**src/rtl/axi4lite_pkg.sv**
```systemverilog
// rtl/axi4lite_pkg.sv - shared response codes and FSM state types for the AXI4-Lite register file slave
// Contents:
//   resp_t     : AXI response encoding (OKAY, EXOKAY, SLVERR, DECERR)
//   wr_state_t : write channel FSM states
//   rd_state_t : read channel FSM states
package axi4lite_pkg;

  typedef enum logic [1:0] {
    OKAY   = 2'b00,
    EXOKAY = 2'b01,
    SLVERR = 2'b10,
    DECERR = 2'b11
  } resp_t;

  typedef enum logic [2:0] {
    WR_IDLE,
    WR_HAVE_ADDR,
    WR_HAVE_DATA,
    WR_COMMIT,
    WR_RESP
  } wr_state_t;

  typedef enum logic {
    RD_IDLE,
    RD_RESP
  } rd_state_t;

endpackage

```
**src/rtl/axi4lite_regfile_slave_if.sv**
```systemverilog
// rtl/axi4lite_regfile_slave_if.sv - AXI4-Lite bus bundle with master and slave modports
// Parameters: ADDR_W address width, DATA_W data width (32 or 64)
// Signals:
//   AW_VALID/AW_READY/AW_ADDR/AW_PROT  write address channel
//   W_VALID/W_READY/W_DATA/W_STRB      write data channel
//   B_VALID/B_READY/B_RESP             write response channel
//   AR_VALID/AR_READY/AR_ADDR/AR_PROT  read address channel
//   R_VALID/R_READY/R_DATA/R_RESP      read data channel
interface axi4lite_regfile_slave_if #(
  parameter int ADDR_W = 12,
  parameter int DATA_W = 32
);

  logic              AW_VALID;
  logic              AW_READY;
  logic [ADDR_W-1:0] AW_ADDR;
  logic [2:0]        AW_PROT;

  logic                W_VALID;
  logic                W_READY;
  logic [DATA_W-1:0]   W_DATA;
  logic [DATA_W/8-1:0] W_STRB;

  logic       B_VALID;
  logic       B_READY;
  logic [1:0] B_RESP;

  logic              AR_VALID;
  logic              AR_READY;
  logic [ADDR_W-1:0] AR_ADDR;
  logic [2:0]        AR_PROT;

  logic              R_VALID;
  logic              R_READY;
  logic [DATA_W-1:0] R_DATA;
  logic [1:0]        R_RESP;

  modport master (
    output AW_VALID, AW_ADDR, AW_PROT,
    output W_VALID, W_DATA, W_STRB,
    output B_READY,
    output AR_VALID, AR_ADDR, AR_PROT,
    output R_READY,
    input  AW_READY, W_READY, B_VALID, B_RESP,
    input  AR_READY, R_VALID, R_DATA, R_RESP
  );

  modport slave (
    input  AW_VALID, AW_ADDR, AW_PROT,
    input  W_VALID, W_DATA, W_STRB,
    input  B_READY,
    input  AR_VALID, AR_ADDR, AR_PROT,
    input  R_READY,
    output AW_READY, W_READY, B_VALID, B_RESP,
    output AR_READY, R_VALID, R_DATA, R_RESP
  );

endinterface

```
**src/rtl/axi4lite_addr_decode.sv**
```systemverilog
// rtl/axi4lite_addr_decode.sv - combinational byte-address to register-index decoder with bounds check
// Parameters: ADDR_W, DATA_W, NUM_REGS
// Ports:
//   addr     in  ADDR_W  byte address
//   index    out IDX_W   register index (word-aligned bits of addr)
//   in_range out 1       addr < NUM_REGS*DATA_W/8
module axi4lite_addr_decode #(
  parameter int ADDR_W   = 12,
  parameter int DATA_W   = 32,
  parameter int NUM_REGS = 16,
  localparam int LSB     = $clog2(DATA_W/8),
  localparam int IDX_W   = $clog2(NUM_REGS)
) (
  input  logic [ADDR_W-1:0] addr,
  output logic [IDX_W-1:0]  index,
  output logic              in_range
);

  localparam int TOP = LSB + IDX_W;

  assign index = addr[LSB +: IDX_W];

  // Sub-word byte offset does not select anything.
  logic unused_offset;
  assign unused_offset = ^addr[LSB-1:0];

  // The register window is a power of two, so in range means all bits above it are zero.
  generate
    if (ADDR_W > TOP) begin : g_bound
      assign in_range = (addr[ADDR_W-1:TOP] == '0);
    end else begin : g_full
      assign in_range = 1'b1;
    end
  endgenerate

endmodule

```
**src/rtl/axi4lite_regfile_slave.sv**
```systemverilog
// rtl/axi4lite_regfile_slave.sv - AXI4-Lite slave with a bounds-checked, byte-strobed register file
// Optional feature macro: AXI4LITE_PROT_CHECK_EN (privileged-write checking against PRIV_MASK)
// Parameters: ADDR_W, DATA_W (32/64), NUM_REGS (power of two >= 2), RO_MASK, PRIV_MASK
// Ports:
//   A_CLK         in   clock
//   A_RSTn        in   asynchronous active-low reset
//   bus           slave modport of axi4lite_regfile_slave_if (AW/W/B/AR/R channels)
//   reg_q         out  NUM_REGS*DATA_W register contents, register i at [i*DATA_W +: DATA_W]
//   reg_wr_pulse  out  NUM_REGS one-cycle pulse per committed register write
module axi4lite_regfile_slave
  import axi4lite_pkg::*;
#(
  parameter int                  ADDR_W    = 12,
  parameter int                  DATA_W    = 32,
  parameter int                  NUM_REGS  = 16,
  parameter logic [NUM_REGS-1:0] RO_MASK   = '0,
  parameter logic [NUM_REGS-1:0] PRIV_MASK = '0
) (
  input  logic                         A_CLK,
  input  logic                         A_RSTn,
  axi4lite_regfile_slave_if.slave      bus,
  output logic [NUM_REGS*DATA_W-1:0]   reg_q,
  output logic [NUM_REGS-1:0]          reg_wr_pulse
);

  localparam int STRB_W = DATA_W / 8;
  localparam int IDX_W  = $clog2(NUM_REGS);

  logic [DATA_W-1:0] regs [NUM_REGS];

  // Holds every ready low until the first edge after reset release.
  logic active_q;
  always_ff @(posedge A_CLK or negedge A_RSTn) begin
    if (!A_RSTn) active_q <= 1'b0;
    else         active_q <= 1'b1;
  end

  // ---------------------------------------------------------------- write path
  wr_state_t wr_state_q, wr_state_d;
  logic [ADDR_W-1:0] aw_addr_q;
  logic [DATA_W-1:0] w_data_q;
  logic [STRB_W-1:0] w_strb_q;
  resp_t             b_resp_q;
  logic              aw_ready, w_ready, b_valid;
  logic              aw_hs, w_hs;

  assign aw_ready = active_q && (wr_state_q == WR_IDLE || wr_state_q == WR_HAVE_DATA);
  assign w_ready  = active_q && (wr_state_q == WR_IDLE || wr_state_q == WR_HAVE_ADDR);
  assign aw_hs    = bus.AW_VALID && aw_ready;
  assign w_hs     = bus.W_VALID && w_ready;

  always_ff @(posedge A_CLK or negedge A_RSTn) begin
    if (!A_RSTn) wr_state_q <= WR_IDLE;
    else         wr_state_q <= wr_state_d;
  end

  always_comb begin
    wr_state_d = wr_state_q;
    b_valid    = 1'b0;
    case (wr_state_q)
      WR_IDLE: begin
        if (aw_hs && w_hs) wr_state_d = WR_COMMIT;
        else if (aw_hs)    wr_state_d = WR_HAVE_ADDR;
        else if (w_hs)     wr_state_d = WR_HAVE_DATA;
      end
      WR_HAVE_ADDR: if (w_hs)  wr_state_d = WR_COMMIT;
      WR_HAVE_DATA: if (aw_hs) wr_state_d = WR_COMMIT;
      WR_COMMIT:    wr_state_d = WR_RESP;
      WR_RESP: begin
        b_valid = 1'b1;
        if (bus.B_READY) wr_state_d = WR_IDLE;
      end
      default:      wr_state_d = WR_IDLE;
    endcase
  end

  always_ff @(posedge A_CLK or negedge A_RSTn) begin
    if (!A_RSTn) begin
      aw_addr_q <= '0;
      w_data_q  <= '0;
      w_strb_q  <= '0;
    end else begin
      if (aw_hs) aw_addr_q <= bus.AW_ADDR;
      if (w_hs) begin
        w_data_q <= bus.W_DATA;
        w_strb_q <= bus.W_STRB;
      end
    end
  end

  logic [IDX_W-1:0] wr_index;
  logic             wr_in_range;
  logic             wr_priv_err;
  resp_t            wr_resp;

  axi4lite_addr_decode #(
    .ADDR_W   (ADDR_W),
    .DATA_W   (DATA_W),
    .NUM_REGS (NUM_REGS)
  ) u_wr_decode (
    .addr     (aw_addr_q),
    .index    (wr_index),
    .in_range (wr_in_range)
  );

`ifdef AXI4LITE_PROT_CHECK_EN
  // AW_PROT[0] is latched alongside the address so it matches the committed write.
  logic aw_priv_q;
  always_ff @(posedge A_CLK or negedge A_RSTn) begin
    if (!A_RSTn)    aw_priv_q <= 1'b0;
    else if (aw_hs) aw_priv_q <= bus.AW_PROT[0];
  end
  assign wr_priv_err = PRIV_MASK[wr_index] && !aw_priv_q;
  logic unused_prot;
  assign unused_prot = ^{bus.AR_PROT, bus.AW_PROT[2:1]};
`else
  assign wr_priv_err = 1'b0;
  logic unused_prot;
  assign unused_prot = ^{bus.AR_PROT, bus.AW_PROT, PRIV_MASK};
`endif

  // Precedence: DECERR, then read-only SLVERR, then privilege SLVERR.
  always_comb begin
    wr_resp = OKAY;
    if (!wr_in_range)           wr_resp = DECERR;
    else if (RO_MASK[wr_index]) wr_resp = SLVERR;
    else if (wr_priv_err)       wr_resp = SLVERR;
  end

  // Register file, write pulses and the write response all update on the WR_COMMIT exit edge.
  always_ff @(posedge A_CLK or negedge A_RSTn) begin
    if (!A_RSTn) begin
      for (int i = 0; i < NUM_REGS; i++) regs[i] <= '0;
      reg_wr_pulse <= '0;
      b_resp_q     <= OKAY;
    end else begin
      reg_wr_pulse <= '0;
      if (wr_state_q == WR_COMMIT) begin
        b_resp_q <= wr_resp;
        // An all-zero strobe is a legal no-op: OKAY but nothing written, no pulse.
        if (wr_resp == OKAY && |w_strb_q) begin
          for (int b = 0; b < STRB_W; b++) begin
            if (w_strb_q[b]) regs[wr_index][b*8 +: 8] <= w_data_q[b*8 +: 8];
          end
          reg_wr_pulse[wr_index] <= 1'b1;
        end
      end
    end
  end

  assign bus.AW_READY = aw_ready;
  assign bus.W_READY  = w_ready;
  assign bus.B_VALID  = b_valid;
  assign bus.B_RESP   = b_resp_q;

  // ----------------------------------------------------------------- read path
  rd_state_t         rd_state_q, rd_state_d;
  logic              ar_ready, ar_hs, r_valid;
  logic [DATA_W-1:0] r_data_q;
  resp_t             r_resp_q;
  logic [IDX_W-1:0]  rd_index;
  logic              rd_in_range;

  assign ar_ready = active_q && (rd_state_q == RD_IDLE);
  assign ar_hs    = bus.AR_VALID && ar_ready;

  axi4lite_addr_decode #(
    .ADDR_W   (ADDR_W),
    .DATA_W   (DATA_W),
    .NUM_REGS (NUM_REGS)
  ) u_rd_decode (
    .addr     (bus.AR_ADDR),
    .index    (rd_index),
    .in_range (rd_in_range)
  );

  always_ff @(posedge A_CLK or negedge A_RSTn) begin
    if (!A_RSTn) rd_state_q <= RD_IDLE;
    else         rd_state_q <= rd_state_d;
  end

  always_comb begin
    rd_state_d = rd_state_q;
    r_valid    = 1'b0;
    case (rd_state_q)
      RD_IDLE: if (ar_hs) rd_state_d = RD_RESP;
      RD_RESP: begin
        r_valid = 1'b1;
        if (bus.R_READY) rd_state_d = RD_IDLE;
      end
      default: rd_state_d = RD_IDLE;
    endcase
  end

  // Sampling regs on the handshake edge returns the pre-commit value if a write lands on the same edge.
  always_ff @(posedge A_CLK or negedge A_RSTn) begin
    if (!A_RSTn) begin
      r_data_q <= '0;
      r_resp_q <= OKAY;
    end else if (ar_hs) begin
      r_data_q <= rd_in_range ? regs[rd_index] : '0;
      r_resp_q <= rd_in_range ? OKAY : DECERR;
    end
  end

  assign bus.AR_READY = ar_ready;
  assign bus.R_VALID  = r_valid;
  assign bus.R_DATA   = r_data_q;
  assign bus.R_RESP   = r_resp_q;

  generate
    for (genvar g = 0; g < NUM_REGS; g++) begin : g_export
      assign reg_q[g*DATA_W +: DATA_W] = regs[g];
    end
  endgenerate

endmodule

```
**src/flat_wrapper.sv**
```systemverilog
// flat-port wrapper written by rule: the top's interface ports become plain ports
module axi4lite_regfile_slave_flat import axi4lite_pkg::*;
#(
  parameter int                  ADDR_W    = 12,
  parameter int                  DATA_W    = 32,
  parameter int                  NUM_REGS  = 16,
  parameter logic [NUM_REGS-1:0] RO_MASK   = '0,
  parameter logic [NUM_REGS-1:0] PRIV_MASK = '0
)
  (A_CLK, A_RSTn, reg_q, reg_wr_pulse, bus_AW_VALID, bus_AW_ADDR, bus_AW_PROT, bus_W_VALID, bus_W_DATA, bus_W_STRB, bus_B_READY, bus_AR_VALID, bus_AR_ADDR, bus_AR_PROT, bus_R_READY, bus_AW_READY, bus_W_READY, bus_B_VALID, bus_B_RESP, bus_AR_READY, bus_R_VALID, bus_R_DATA, bus_R_RESP);
  axi4lite_regfile_slave_if #(.ADDR_W(ADDR_W), .DATA_W(DATA_W)) bus_i ();
  input  logic A_CLK;
  input  logic A_RSTn;
  output logic [NUM_REGS*DATA_W-1:0] reg_q;
  output logic [NUM_REGS-1:0] reg_wr_pulse;
  input wire logic [$bits(bus_i.AW_VALID)-1:0] bus_AW_VALID;
  input wire logic [$bits(bus_i.AW_ADDR)-1:0] bus_AW_ADDR;
  input wire logic [$bits(bus_i.AW_PROT)-1:0] bus_AW_PROT;
  input wire logic [$bits(bus_i.W_VALID)-1:0] bus_W_VALID;
  input wire logic [$bits(bus_i.W_DATA)-1:0] bus_W_DATA;
  input wire logic [$bits(bus_i.W_STRB)-1:0] bus_W_STRB;
  input wire logic [$bits(bus_i.B_READY)-1:0] bus_B_READY;
  input wire logic [$bits(bus_i.AR_VALID)-1:0] bus_AR_VALID;
  input wire logic [$bits(bus_i.AR_ADDR)-1:0] bus_AR_ADDR;
  input wire logic [$bits(bus_i.AR_PROT)-1:0] bus_AR_PROT;
  input wire logic [$bits(bus_i.R_READY)-1:0] bus_R_READY;
  output wire logic [$bits(bus_i.AW_READY)-1:0] bus_AW_READY;
  output wire logic [$bits(bus_i.W_READY)-1:0] bus_W_READY;
  output wire logic [$bits(bus_i.B_VALID)-1:0] bus_B_VALID;
  output wire logic [$bits(bus_i.B_RESP)-1:0] bus_B_RESP;
  output wire logic [$bits(bus_i.AR_READY)-1:0] bus_AR_READY;
  output wire logic [$bits(bus_i.R_VALID)-1:0] bus_R_VALID;
  output wire logic [$bits(bus_i.R_DATA)-1:0] bus_R_DATA;
  output wire logic [$bits(bus_i.R_RESP)-1:0] bus_R_RESP;
  assign bus_i.AW_VALID = bus_AW_VALID;
  assign bus_i.AW_ADDR = bus_AW_ADDR;
  assign bus_i.AW_PROT = bus_AW_PROT;
  assign bus_i.W_VALID = bus_W_VALID;
  assign bus_i.W_DATA = bus_W_DATA;
  assign bus_i.W_STRB = bus_W_STRB;
  assign bus_i.B_READY = bus_B_READY;
  assign bus_i.AR_VALID = bus_AR_VALID;
  assign bus_i.AR_ADDR = bus_AR_ADDR;
  assign bus_i.AR_PROT = bus_AR_PROT;
  assign bus_i.R_READY = bus_R_READY;
  assign bus_AW_READY = bus_i.AW_READY;
  assign bus_W_READY = bus_i.W_READY;
  assign bus_B_VALID = bus_i.B_VALID;
  assign bus_B_RESP = bus_i.B_RESP;
  assign bus_AR_READY = bus_i.AR_READY;
  assign bus_R_VALID = bus_i.R_VALID;
  assign bus_R_DATA = bus_i.R_DATA;
  assign bus_R_RESP = bus_i.R_RESP;
  axi4lite_regfile_slave #(.ADDR_W(ADDR_W), .DATA_W(DATA_W), .NUM_REGS(NUM_REGS), .RO_MASK(RO_MASK), .PRIV_MASK(PRIV_MASK)) u_core (.A_CLK(A_CLK), .A_RSTn(A_RSTn), .bus(bus_i), .reg_q(reg_q), .reg_wr_pulse(reg_wr_pulse));
endmodule
```
**config.mk**
```make
export PLATFORM = sky130hd
export DESIGN_NAME = axi4lite_regfile_slave_flat
export DESIGN_NICKNAME = d
export VERILOG_FILES = /design/src/rtl/axi4lite_pkg.sv /design/src/rtl/axi4lite_regfile_slave_if.sv /design/src/rtl/axi4lite_addr_decode.sv /design/src/rtl/axi4lite_regfile_slave.sv /design/src/flat_wrapper.sv
export SDC_FILE = /design/constraint.sdc
export NUM_CORES = 1
export LEC_CHECK = 0
export CELL_PAD_IN_SITES_DETAIL_PLACEMENT = 1
export CELL_PAD_IN_SITES_GLOBAL_PLACEMENT = 1
export CORE_AREA = 3 3 261 263
export DETAILED_ROUTE_END_ITERATION = 6
export DIE_AREA = 0 0 264 266
export GPL_TIMING_DRIVEN = 0
export PLACE_DENSITY_LB_ADDON = 0.15
export SLEW_MARGIN = 20
export SYNTH_ARGS = -nofsm -noshare
export SYNTH_HDL_FRONTEND = slang
export SYNTH_HIERARCHICAL = 1
export SYNTH_SLANG_ARGS = --single-unit
```
**constraint.sdc**
```tcl
create_clock -name A_CLK -period 3.65 [get_ports A_CLK]
set_input_delay 0.5475 -clock A_CLK [delete_from_list [all_inputs] [get_ports A_CLK]]
set_output_delay 0.5475 -clock A_CLK [all_outputs]
set_load 0.02 [all_outputs]
```
# Yosys cells after proc, flatten, opt, wreduce, memory -nomap -nowiden
# Memory sizes are Yosys's and may differ from the RTL's.
# Cells that the tools add are included.
[op_classes]
magnitude_cmp = 5
eq_ne = 8
mux = 46
bitwise = 3
reduce_logical = 19
[op_table]
columns = ["cell", "count"]
rows = [
  ["512-bit two-way mux", 10],
  ["512-bit bitwise mux", 4],
  ["32-bit demux with 4-bit select", 4],
  ["32-bit binary-select mux with 4-bit select", 1],
  ["32-bit two-way mux", 4],
  ["16-bit two-way mux", 3],
  ["24-bit two-way mux", 1],
  ["3-bit two-way mux", 6],
  ["3-bit case mux with 5 select lines", 1],
  ["6-bit logical NOT", 2],
  ["5-bit >= comparator, second input constant", 2],
  ["1-bit logical AND", 10],
  ["4-bit NOT with 5-bit output", 2],
  ["8-bit two-way mux", 1],
  ["3-bit by 2-bit == test with 1-bit output, second input constant", 2],
  ["1-bit two-way mux", 6],
  ["2-bit two-way mux", 3],
  ["4-bit by 5-bit < comparator with 1-bit output, second input constant", 1],
  ["5-bit by 1-bit < comparator with 1-bit output, second input constant", 1],
  ["1-bit demux with 4-bit select", 1],
  ["4-bit by 1-bit >= comparator with 1-bit output, second input constant", 1],
  ["2-bit by 1-bit != test with 1-bit output, second input constant", 2],
  ["4-bit by 2-bit != test with 1-bit output, second input constant", 1],
  ["4-bit AND reduction", 1],
  ["10 further kinds", 11],
]
[word_totals]
ff_bits = 617
romBits = 16
input_bits = 73
out_inout_bits = 569
wordCells = 108
mem_count = 1
[mem_list]
columns = ["memory", "depth", "width", "rd", "rd_clocked_by_memory_dff", "wr", "line_no", "text"]
rows = [
  ["(name not given)", 16, 1, 1, 0, 0, "axi4lite_regfile_slave.sv:126", "else if (RO_MASK[wr_index]) wr_resp = SLVERR;"],
]

# Logic depth before layout (Yosys ltp)
[depth]
depth_word = 19
depth_mapped = 8
mapped_depth_nobuf = 6

# Hierarchy
# Netlist, hierarchy kept.
[by_module_without_submodules]
columns = ["module", "n_inst", "cells_each", "area_each_um2", "seq_area_each_um2"]
rows = [
  ["axi4lite_regfile_slave", 1, 1671, 27462.6, 15389.8],
  ["axi4lite_addr_decode", 2, 6, 47.5, 0.0],
]

# Worst setup path after synthesis
# No wires, ideal clock.
[synth_timing]
path_kind = "register to register"
start = "register u_core.aw_addr_q[11]"
end = "register u_core.regs, in the netlist u_core/reg_q[88]"
setup_ps = 125
arrival_time_ps = 2593
t_required_ps = 3525
path_slack_ps = 933
path_stages_with_launch = 9
n_path_buf = 2
period_less_slack_ps = 2717
path_cell_list = "dfrtp_1 or4_1 nor3_2 o41ai_4 or4_1 buf_6 buf_12 nor2_8 mux2_2"
[synth_via]
elab_chain_cells = 5
[synth_lines]
columns = ["item", "line_no", "text"]
rows = [
  ["start, declared", "axi4lite_regfile_slave.sv:40", "logic [ADDR_W-1:0] aw_addr_q;"],
  ["start signal, assigned", "axi4lite_regfile_slave.sv:83", "if (aw_hs) aw_addr_q <= bus.AW_ADDR;"],
  ["6-bit logical NOT", "axi4lite_addr_decode.sv:30", "assign in_range = (addr[ADDR_W-1:TOP] == '0);"],
  ["net u_core.wr_in_range", "axi4lite_regfile_slave.sv:92", "logic wr_in_range;"],
  ["2-bit two-way mux", "axi4lite_regfile_slave.sv:125", "if (!wr_in_range) wr_resp = DECERR;"],
  ["2-bit logical NOT", "axi4lite_regfile_slave.sv:141", "if (wr_resp == OKAY && |w_strb_q) begin"],
  ["1-bit logical AND", "axi4lite_regfile_slave.sv:141", ""],
  ["2-bit AND reduction (no source line)", "--", ""],
  ["end signal, assigned by index", "axi4lite_regfile_slave.sv:143", "if (w_strb_q[b]) regs[wr_index][b*8 +: 8] <= w_data_q[b*8 +: 8];"],
  ["end, declared", "axi4lite_regfile_slave.sv:29", "logic [DATA_W-1:0] regs [NUM_REGS];"],
]
# The timed path passes the listed nets, and every way through them passes these cells.
# A chain may end at the register's enable or synchronous reset.

# Worst setup path after layout
[layout_timing]
start = "register u_core.aw_addr_q[11]"
end = "register u_core.regs, in the netlist u_core/reg_q[67]"
# The elaborated chain is that of the path after synthesis.

==> impl_metrics.py <==
metrics = {
    "placed_design": {
        "gp_congestion": 0.853,
        "pre_cts_ws_ns": -0.0179,
        "dp_hpwl_um": 79200,
        "numPortBuffers": 627,
    },
    "sta": {
        "fin_crit_ns": 3.57,
        "relSlewSlack_pct": 20.5,
        "layout_setup_ws_ns": 0.0807,
        "final_max_slew_viol_count": 0,
        "period_share_pct": 97.8,
        "hold_viol_final": 0,
        "fmax_ghz": 0.280,
        "rsz0062_at_grt": "no",
        "worst_pin_slew_ns": 1.19,
        "holdWs_ns": 0.502,
        "setup_viol": 0,
        "finClkSkew_ns": 0.0327,
        "final.setup.tns_ns": 0,
    },
    "clock_network": {
        "h-tree-depth": 3,
        "cts.clk_slew.worst_paths_ns": 0.06,
        "cts_tree": "yes",
        "cts_buffer_depth": 3,
        "cts_made_buffers": 70,
        "clkSinkCount": 613,
        "worstSkewPairLatency_ns": 0.61,
        "cts_root_buffer": "clkbuf_16",
    },
    "worst_setup_path": {
        "start_kind": "flip-flop",
        "path_max_fanout": 8,
        "cp.arrival_ns": 4.05,
        "worst_setup_path_end_kind": "flip-flop",
        "required_ns": 4.13,
        "r2r_cells": 7,
        "path_class": "flip-flop to flip-flop",
    },
    "synth": {
        "syn_area_per_cell_um2": 16.4,
        "syn_nets": 1752,
        "netlist_area_um2": 27500,
        "netlist_instances": 1679,
        "yosys_warnings": 6,
    },
    "flow_run": {
        "maxCapViolations": 0,
    },
    "route": {
        "drt-initial-drc-count": 1236,
        "post_drt_wl_per_cell_um": 33.2,
        "ant_nets": 0,
        "first_pass_iters": 5,
        "vias_per_cell": 5.65,
        "drt_wl_total_um": 110000,
        "vias": 18723,
        "drc": 0,
    },
    "floorplan": {
        "dieWidth_um": 264,
        "core_um2": 65900,
        "pin_count": 642,
        "rows": 94,
        "initial_core_util_pct": 41.7,
        "die-area_um2": 70200,
        "die_h_um": 266,
    },
    "global_route": {
        "grt_max_degree": 92,
        "grt_pass1_vias": 20683,
        "antenna_found_initial": 5,
        "grt_usage_pct": 30.8,
        "grt-ovfl-total": 0,
        "grt_first_pass_wirelength_um": 155000,
    },
    "cells_and_area": {
        "fillers": 6143,
        "drive_gt1_share_pct": 37.6,
        "final_util_pct": 56.8,
        "syn2layout_area_growth_pct": 36.2,
        "fin_nets": 2463,
    },
    "power": {
        "pwr-share-comb_pct": 16.2,
        "clkPwrFrac_pct": 39.9,
        "sw_frac_of_total_pct": 30.3,
        "switchingPower_mw": 5.39,
        "p_int_mw": 12.4,
        "seqPwrFrac_pct": 43.9,
        "ir_drop_mv": 0.327,
        "power_leakage_nw": 17.2,
        "power_density_nw_per_um2": 476,
    },
    "worst_hold_path": {
        "hp-class": "flip-flop to flip-flop",
        "min_path_cells": 1,
    },
    "status": {
        "status": "finished clean",
    },
}
-- final cells by class --
type,count,area (um2),share of cell area (%)
Inverter,3,11.3,0.0301
Sequential cell,613,15300,41.0
Tap cell,864,1080,2.89
Timing Repair Buffer,639,6520,17.4
Clock buffer,107,2130,5.70
Multi-Input combinational cell,952,11600,31.0
Buffer,111,559,1.49
Clock inverter,18,194,0.518
Antenna cell,4,10.0,0.0267
-- stage by stage --
stage,power (mW),std cells,instance area [um2]
after detailed placement,10.8,3178,35100
after floorplan,9.35,1679,27500
after CTS,17.9,3304,37400
final,17.8,3311,37400
after global placement,10.7,3170,34800
after global routing,18.5,3309,37400
-- path summary, 6_finish.rpt --
path	start	to	slack [ns]
hold / removal	u_core/aw_addr_q[8]	u_core/aw_addr_q[8]	0.50
min in group asynchronous	A_RSTn	u_core/reg_q[196]	0.51
hold reg to reg	u_core/aw_addr_q[8]	u_core/aw_addr_q[8]	0.50
setup / recovery	u_core/aw_addr_q[11]	u_core/reg_q[67]	0.08
setup reg to reg	u_core/aw_addr_q[11]	u_core/reg_q[67]	0.08
max in group asynchronous	A_RSTn	u_core/reg_q[436]	1.79
-- layer usage --
layer | up-vias | share of wire [%] | track usage [%]
li1 | 7734 | - | -
met1 | 10177 | 39 | 37.8
met2 | 631 | 51 | 52.7
met3 | 179 | 6.2 | 7.80
met4 | 2 | 3.7 | 11.2
met5 | - | 0.010 | 0
-- power by group through the flow --
stage               Clock, mW  Sequential, mW  Combinational (mW)
global placement            0            7.91                2.77
floorplan                   0            7.77                1.57
global route             7.54            7.88                3.09
CTS                      7.26            7.80                2.90
finish                   7.11            7.82                2.88
detailed placement          0            7.92                2.87
-- registers in the layout (all words and copies together) (netlist names) --
| name | count |
|---|---|
| u_core/bus.R_RESP | 1 |
| u_core/bus.B_RESP | 1 |
| u_core/bus.R_DATA | 32 |
| u_core/reg_q | 512 |
| u_core/w_data_q | 32 |
| u_core/rd_state_q | 1 |
| u_core/aw_addr_q | 10 |
| u_core/wr_state_q | 3 |
| u_core/active_q | 1 |
| u_core/reg_wr_pulse | 16 |
| u_core/w_strb_q | 4 |
-- repair_timing --
item                                   CTS  global route
buffers inserted                         0             2
setup endpoints to repair                0            30
hold buffers                             1             0
endpoints found under the hold margin   66             0
gates resized for setup                  0             2
-- worst max-delay path: stages, from the launching register on --
cell and delay (ns):
dfrtp_1 0.37, or4_1 0.55, nor3_2 0.42, o41ai_4 0.25, or4_1 0.53, buf_6 0.17, nor2_2 0.70, mux2_2 0.42
-- placed cells by master (no fill, tap or decap), types with 3 or more instances in the layout --
| cell type | instances |
|---|---|
| clkbuf_16 | 72 |
| nand4_1 | 4 |
| buf_16 | 7 |
| clkbuf_8 | 20 |
| a22o_1 | 32 |
| diode_2 | 4 |
| clkdlybuf4s50_1 | 626 |
| buf_4 | 12 |
| buf_6 | 8 |
| nor2_2 | 20 |
| mux4_2 | 128 |
| bufinv_16 | 3 |
| nand4_2 | 4 |
| nor3_1 | 5 |
| nand3_2 | 16 |
| mux2_2 | 546 |
| nand2b_1 | 4 |
| mux2i_1 | 96 |
| nor2_8 | 10 |
| nor4_1 | 3 |
| nor2_1 | 13 |
| inv_6 | 3 |
| mux2_4 | 12 |
| buf_1 | 16 |
| or4_1 | 3 |
| nand2_1 | 20 |
| nand3_4 | 8 |
| dfrtp_1 | 613 |
| inv_1 | 3 |
| buf_2 | 24 |
| o21ai_0 | 4 |
| clkbuf_1 | 66 |
| nand3_1 | 4 |
| clkinv_2 | 9 |
| nor2b_1 | 3 |
(Power assumes the default switching activity.)
